`config.mk`:
```
export PLATFORM = sky130hd
export DESIGN_NAME = data_mem_arbiter
export DESIGN_NICKNAME = d
export VERILOG_FILES = /design/src/rtl/data_mem_arbiter.sv
export SDC_FILE = /design/constraint.sdc
export NUM_CORES = 1
export LEC_CHECK = 0
export ABC_AREA = 1
export CAP_MARGIN = 40
export CELL_PAD_IN_SITES_DETAIL_PLACEMENT = 1
export CELL_PAD_IN_SITES_GLOBAL_PLACEMENT = 2
export CORE_ASPECT_RATIO = 0.7
export CORE_MARGIN = 3
export CORE_UTILIZATION = 10
export DETAILED_ROUTE_END_ITERATION = 10
export GPL_ROUTABILITY_DRIVEN = 0
export GPL_TIMING_DRIVEN = 1
export MAX_ROUTING_LAYER = met4
export PLACE_DENSITY_LB_ADDON = 0.25
export SKIP_LAST_GASP = 1
export SLEW_MARGIN = 20
export SYNTH_ARGS = -nofsm -noshare
export SYNTH_HDL_FRONTEND = slang
export SYNTH_SLANG_ARGS = --single-unit
```
`constraint.sdc`:
```
create_clock -name clk -period 1.5 [get_ports clk]
set_input_delay 0.15 -clock clk [delete_from_list [all_inputs] [get_ports clk]]
set_output_delay 0.15 -clock clk [all_outputs]
set_load 0.05 [all_outputs]
```
`src/rtl/data_mem_arbiter.sv`:
```
// data_mem_arbiter: shares one single-port data memory between the CPU MEM
// stage and an external loader/DMA port. The CPU has fixed priority, and a
// starvation counter forces an EXT grant. Read data returns through a
// {valid, owner} tag pipeline that matches the memory read latency.
//
// Handshake (both requesters): req/we/addr/wdata are held stable until gnt
// is seen. gnt is combinational in the same cycle as req, and the access
// completes at the rising edge that ends that cycle. A read returns exactly
// RD_LAT cycles later as a one-cycle rvalid pulse, with rdata valid only while
// rvalid is high. Dropping req before gnt is legal and makes no access.
module data_mem_arbiter #(
  parameter int ADDR_W   = 16,
  parameter int DATA_W   = 16,
  parameter int RD_LAT   = 2,
  parameter int MAX_WAIT = 3
) (
  input  logic              clk,
  input  logic              rst,
  input  logic              cpu_req,
  input  logic              cpu_we,
  input  logic [ADDR_W-1:0] cpu_addr,
  input  logic [DATA_W-1:0] cpu_wdata,
  output logic              cpu_gnt,
  output logic              cpu_stall,
  output logic              cpu_rvalid,
  output logic [DATA_W-1:0] cpu_rdata,
  input  logic              ext_req,
  input  logic              ext_we,
  input  logic [ADDR_W-1:0] ext_addr,
  input  logic [DATA_W-1:0] ext_wdata,
  output logic              ext_gnt,
  output logic              ext_rvalid,
  output logic [DATA_W-1:0] ext_rdata,
  output logic              mem_en,
  output logic              mem_we,
  output logic [ADDR_W-1:0] mem_addr,
  output logic [DATA_W-1:0] mem_wdata,
  input  logic [DATA_W-1:0] mem_rdata
);

  localparam logic [3:0] MAX_WAIT_C = 4'(MAX_WAIT);

  // Consecutive cycles in which EXT has asked and been refused.
  logic [3:0] wait_cnt;
  logic       force_ext;

  // Tag pipeline: bit i holds {valid, owner} for the read issued i+1 edges ago.
  // An owner bit of 1 marks a read issued by EXT.
  logic [RD_LAT-1:0] tag_valid;
  logic [RD_LAT-1:0] tag_owner;

  assign force_ext = (wait_cnt == MAX_WAIT_C);

  // Arbitration: the CPU wins ties unless EXT has waited MAX_WAIT cycles.
  always_comb begin
    cpu_gnt   = cpu_req & ~(ext_req & force_ext);
    ext_gnt   = ext_req & (~cpu_req | force_ext);
    cpu_stall = cpu_req & ~cpu_gnt;
  end

  // Memory-side mux. The bus is driven to zero when nobody is granted.
  always_comb begin
    mem_en    = cpu_gnt | ext_gnt;
    mem_we    = 1'b0;
    mem_addr  = '0;
    mem_wdata = '0;
    if (ext_gnt) begin
      mem_we    = ext_we;
      mem_addr  = ext_addr;
      mem_wdata = ext_wdata;
    end else if (cpu_gnt) begin
      mem_we    = cpu_we;
      mem_addr  = cpu_addr;
      mem_wdata = cpu_wdata;
    end
  end

  // Starvation counter: counts refused EXT cycles and saturates at MAX_WAIT.
  always_ff @(posedge clk or posedge rst) begin
    if (rst) begin
      wait_cnt <= 4'd0;
    end else if (!ext_req || ext_gnt) begin
      wait_cnt <= 4'd0;
    end else if (wait_cnt < MAX_WAIT_C) begin
      wait_cnt <= wait_cnt + 4'd1;
    end
  end

  // Tag shift register. Reset drops all in-flight reads.
  always_ff @(posedge clk or posedge rst) begin
    if (rst) begin
      tag_valid <= '0;
      tag_owner <= '0;
    end else begin
      tag_valid[0] <= mem_en & ~mem_we;
      tag_owner[0] <= ext_gnt;
      for (int i = 1; i < RD_LAT; i++) begin
        tag_valid[i] <= tag_valid[i-1];
        tag_owner[i] <= tag_owner[i-1];
      end
    end
  end

  // Return routing from the last tag stage. Data is gated to zero when not valid.
  always_comb begin
    cpu_rvalid = tag_valid[RD_LAT-1] & ~tag_owner[RD_LAT-1];
    ext_rvalid = tag_valid[RD_LAT-1] &  tag_owner[RD_LAT-1];
    cpu_rdata  = cpu_rvalid ? mem_rdata : '0;
    ext_rdata  = ext_rvalid ? mem_rdata : '0;
  end

endmodule
```
==> reports/metrics.csv, run 1 <==
metric;value;unit
outcome;finished with violations;
failing checks;negative setup slack;
R2R setup slack;-0.03;ns
Slew Limit Fails;0;
share of cells above drive strength 1;0.509;
Clock Latency Late Sink;0.23;ns
Via Count;1820;
final wirelength;6570;µm
Ys Warns;0;
area of the mapped netlist;1010;µm²
Die Ht;90.3;µm
maximum clock path buffer count;2;
Setup WS post-layout;-0.187;ns
Fill cells;1096;
Critical Path RT;1.35;ns
layout net count;458;
Clock power frac;0.195;
clock tree sinks;8;
starting density of the core;0.104;
IO buf count;156;
CTS clock-pin slew for the worst setup and hold paths;0.03;ns
Pre-antenna DRT Iters;2;
Area contributors post-synth;nand2_1 34%, dfrtp_1 20%, nor2_1 14%, inv_1 9.2%, nand2_2 7.4%;
CP endpoint kind;primary output;
VDD IR-drop max;0.000225;V
crit-path max FO;6;
Initial DRC Count;29;
DRC;0;
Syn Area/Cell;5.20;µm²
Logic pwr share;0.700;
num rows;30;
HP Class;input port to async pin;
pin count of the biggest net entering global routing;23;
Yosys reg bits;8;
dpl cells;482;
most used flip-flop cell after synthesis;dfrtp_1;
Post-DP HPWL;5500;µm
Critical Path Source;wait_cnt[2];
leading area contributor after synthesis;nand2_1;
IO Count;157;
initial antenna violation count;0;
Async S/R FF share, synth;1.00;
Tightest Pin Transition;0.287;ns
Post-Layout Cell Count;497;
die area;11400;µm²
die width;126;µm
Int Pwr;1.33;mW
r2r startpoint;wait_cnt[2];
Syn Inst Count;195;
post-synthesis sequential area ratio;0.197;
FF-to-FF path depth;9;
crit path launch type;flop;
post-DR vias/cell;3.66;
most frequent cell after synthesis;nand2_1;
R2R Path End;tag_valid[0];
worst-case clock skew;0.00107;ns
Max Fclk;0.593;GHz
Tmin final;1.69;ns
wire per inst;13.2;µm
EDFF count, synth;0;
P&R area growth vs syn;298;%
period utilisation layout;1.12;
Yosys cell types;17;
GRT Total Usage;0.108;
final setup fails;37;
design area;4030;µm²
max_slew headroom;0.808;
Antenna diodes;0;
synth cell count leaders;92 x nand2_1, 39 x nor2_1, 25 x inv_1;
CTS Hold Bufs;0;
core box area;9800;µm²
global-route wire length before repair;9670;µm
Setup crit end;mem_addr[3];
CTS Buf Count;3;
Yosys top cell area share;0.340;
unrepaired setup endpoints after global routing;yes;
switching power of the nets;0.903;mW
pwr dens;554;nW/µm²
Leakage;1.87;nW
CTS tree;built;
sw frac;0.404;
Fin. Hold Viols;0;
remaining antenna violation count;0;
htree depth;1;
critical setup path kind;flop to primary output;
vias in the first global route;1885;
Post-DP Area;3580;µm²
Synth Net Count;282;
Data arrival, critical path;1.54;ns
Setup WS pre-CTS;-0.106;ns
clk root buf;clkbuf_16;
Flop pwr share;0.104;
max_cap viols;0;
gr ovfl total;0;
## critical path, stage by stage, from the launching register on
cell and delay (ns):
dfrtp_1 0.39, nor2_4 0.16, nand2_4 0.07, nand2_4 0.07, nand2_4 0.07, inv_8 0.10
clkbuf_16 0.18, nand2_4 0.05, nand2_4 0.07, buf_12 0.13
## per-stage QoR
stage               setup TNS [ns]  hold WS (ns)  power, mW   util
finish                       -5.58         0.180       2.24  0.412
floorplan                   -0.464       -0.0343      0.918      -
detailed placement           -2.68         0.339       1.71  0.366
global route                 -8.62         0.220       2.34  0.412
global placement             -1.96         0.334       1.70  0.366
CTS                          -7.05         0.203       2.20  0.390
## cell usage in the layout (no fill, tap or decap), types with 2 or more instances in the layout
cell type        instances
nand2_2                 38
inv_1                   24
buf_6                    2
clkdlybuf4s50_1         85
buf_8                    3
nor2_4                  13
buf_12                  66
clkbuf_16                5
nand2_1                 37
nand2_4                 29
dfrtp_1                  8
nor2_2                   6
nand3_1                  4
nor2_1                  21
buf_4                   21
## sequential cells by signal, summed over array words and instances (netlist names)
register	count
tag_owner	2
tag_valid	2
wait_cnt	4
## worst min path at each step
stage	startpoint	depth (start not counted)	endpoint
global route	rst	2	wait_cnt[2]
CTS	rst	2	tag_valid[0]
floorplan	rst	1	tag_owner[0]
finish	rst	2	tag_valid[0]
detailed placement	tag_owner[0]	0	tag_owner[1]
global placement	tag_valid[0]	0	tag_valid[1]
## final cells by class
cell class	instances	area, µm²	share of cell area
repair buffers	179	2450	0.607
well taps	128	160	0.0397
flip-flops and latches	8	200	0.0496
clock buffers	3	75.1	0.0186
multi-input cells	152	1030	0.257
inverters	27	116	0.0288
## power groups by stage
stage | registers (mW) | logic, mW | clock network (mW)
CTS | 0.233 | 1.52 | 0.449
global placement | 0.234 | 1.46 | 0
global route | 0.234 | 1.64 | 0.464
detailed placement | 0.235 | 1.47 | 0
finish | 0.233 | 1.57 | 0.436
floorplan | 0.234 | 0.684 | 0
## layer usage
| layer | vias up | global-route usage | part of all wire |
|---|---|---|---|
| li1 | 908 | - | - |
| met1 | 833 | 0.130 | 0.43 |
| met2 | 77 | 0.183 | 0.49 |
| met3 | 2 | 0.0290 | 0.074 |
| met4 | 0 | 0.0214 | 0.0044 |
| met5 | - | - | 0 |
## logic make-up (layout without fill, tap and decap cells)
group / after synthesis / in the layout / synth area share
and+or+nand+nor: 149 / 149 / 0.589
buffers and inverters: 35 / 209 / 0.187
DFF: 8 / 8 / 0.197
adders and majority gates: 1 / 1 / 0.0123
AOI/OAI and AO/OA: 1 / 1 / 0.00493
xor gates and xnor gates: 1 / 1 / 0.00863
## timing repair
item                       CTS  global route
setup endpoints to repair   52            45
cloned                       1             3
hold endpoints to repair     0             0
gates resized for setup     22            43
buffers inserted             5             5
pin swaps                    9            13
Note: power is estimated with default switching activity, not from simulation.
==> inputs of run 2 (changes only) <==
Settings changed: CORE_MARGIN 3 to not set, SKIP_CTS_REPAIR_TIMING set to 1.
==> run 2 against run 1 <==
The flow still finishes with violations (negative setup slack); wire length shrank 3.7%; die area decreased by 7.5%; count of clock-buffer cells in the layout unchanged; cell area decreased by 5.6%; largest cell class unchanged; largest power group unchanged; cell count is 1.2% lower; first-iteration DRC count grew 41%; utilization fell by 2.2 points; maximum frequency is 2.7% lower; global-route usage decreased by 0.34 points; hold slack got worse by 0.012 ns.
==> reports/metrics.csv, run 2 (synthesis gave the netlist of run 1 again) <==
metric;value;unit
vias in the first global route;1787;
final wirelength;6320;µm
core box area;9760;µm²
num rows;30;
Post-Layout Cell Count;491;
max_cap viols;0;
Initial DRC Count;41;
P&R area growth vs syn;275;%
HP Class;input port to async pin;
max_slew headroom;0.802;
global-route wire length before repair;8450;µm
clock tree sinks;8;
die area;10600;µm²
crit path launch type;flop;
wire per inst;12.9;µm
remaining antenna violation count;0;
IO buf count;156;
unrepaired setup endpoints after global routing;yes;
maximum clock path buffer count;2;
post-DR vias/cell;3.64;
most frequent cells in the layout;85 x clkdlybuf4s50_1, 63 x buf_12, 61 x nand2_1, 34 x nand2_2, 24 x inv_1;
design area;3810;µm²
crit-path max FO;6;
initial antenna violation count;0;
commonest non-fill, non-tap cell in the layout;clkdlybuf4s50_1;
Biggest register;wait_cnt;
Tmin final;1.73;ns
failing checks;negative setup slack;
Die Ht;86.3;µm
CTS Buf Count;3;
r2r startpoint;wait_cnt[0];
final setup fails;35;
max FFs per register;4;
Setup WS post-layout;-0.235;ns
Slew Limit Fails;0;
Fin. Hold Viols;0;
Post-DP Area;3540;µm²
worst-case clock skew;0.000503;ns
critical setup path kind;flop to primary output;
outcome;finished with violations;
CTS clock-pin slew for the worst setup and hold paths;0.04;ns
hold slack;0.168;ns
Leakage;1.73;nW
Pwr Total;2.17;mW
Tightest Pin Transition;0.296;ns
gr ovfl total;0;
Via Count;1785;
layout net count;452;
pin count of the biggest net entering global routing;35;
GRT Total Usage;0.105;
pwr dens;571;nW/µm²
htree depth;1;
Setup WS pre-CTS;-0.0797;ns
die width;122;µm
CP endpoint kind;primary output;
Data arrival, critical path;1.58;ns
Post-DP HPWL;4960;µm
Max Fclk;0.577;GHz
share of cells above drive strength 1;0.433;
Critical Path Source;wait_cnt[0];
dpl cells;482;
Pre-antenna DRT Iters;3;
DRC;0;
Antenna diodes;0;
starting density of the core;0.104;
clk root buf;clkbuf_16;
Critical Path RT;1.35;ns
CTS tree;built;
period utilisation layout;1.16;
VDD IR-drop max;0.000319;V
Clock Latency Late Sink;0.23;ns
IO Count;157;
Top Registers;wait_cnt (4), tag_owner (2), tag_valid (2);
[run 2: path summary, 6_finish.rpt]
check	endpoint	slack (ns)	depth (start not counted)
max	mem_addr[4]	-0.23	8
min	tag_owner[1]	0.17	2
min reg2reg	tag_valid[1]	0.34	0
min in group clk	tag_valid[1]	0.34	0
max in group asynchronous	wait_cnt[2]	1.11	2
max reg2reg	tag_valid[0]	0.29	6
[run 2: worst max-delay path: stages (launching register included)]
cell	delay [ns]
dfrtp_1	0.41
ha_4	0.19
nand3_1	0.12
nand2_2	0.09
inv_6	0.11
clkbuf_16	0.15
nand2_1	0.08
nand2_4	0.07
buf_12	0.13
[run 2: power breakdown]
group	leakage (nW)	switching, mW	total [mW]	internal [mW]
combinational	1.59	0.768	1.50	0.728
clock	0.0370	0.0998	0.443	0.343
sequential	0.104	0.00628	0.234	0.227
total	1.73	0.874	2.17	1.30
[run 2: layout make-up]
class / count / area (µm²)
inverters: 27 / 116
multi-input cells: 152 / 870
repair buffers: 173 / 2380
clock buffers: 3 / 75.1
flip-flops and latches: 8 / 200
well taps: 128 / 160
fillers: 1126 / 5950
[run 2: layer usage]
metal  vias to the layer above  global-route usage  routed length, µm
met2                        83               0.172               3050
met5                         -                   -                  0
met1                       797               0.130               2740
met3                         4              0.0224                473
met4                         0              0.0266                 51
li1                        901                   -                  -
[run 2: stage by stage]
step           utilization  setup TNS, ns
2_1_floorplan            -         -0.464
3_3_place_gp         0.363          -1.93
3_5_place_dp         0.363          -2.17
4_1_cts              0.371         -12.14
5_1_grt              0.390          -9.94
6_report             0.390          -7.40
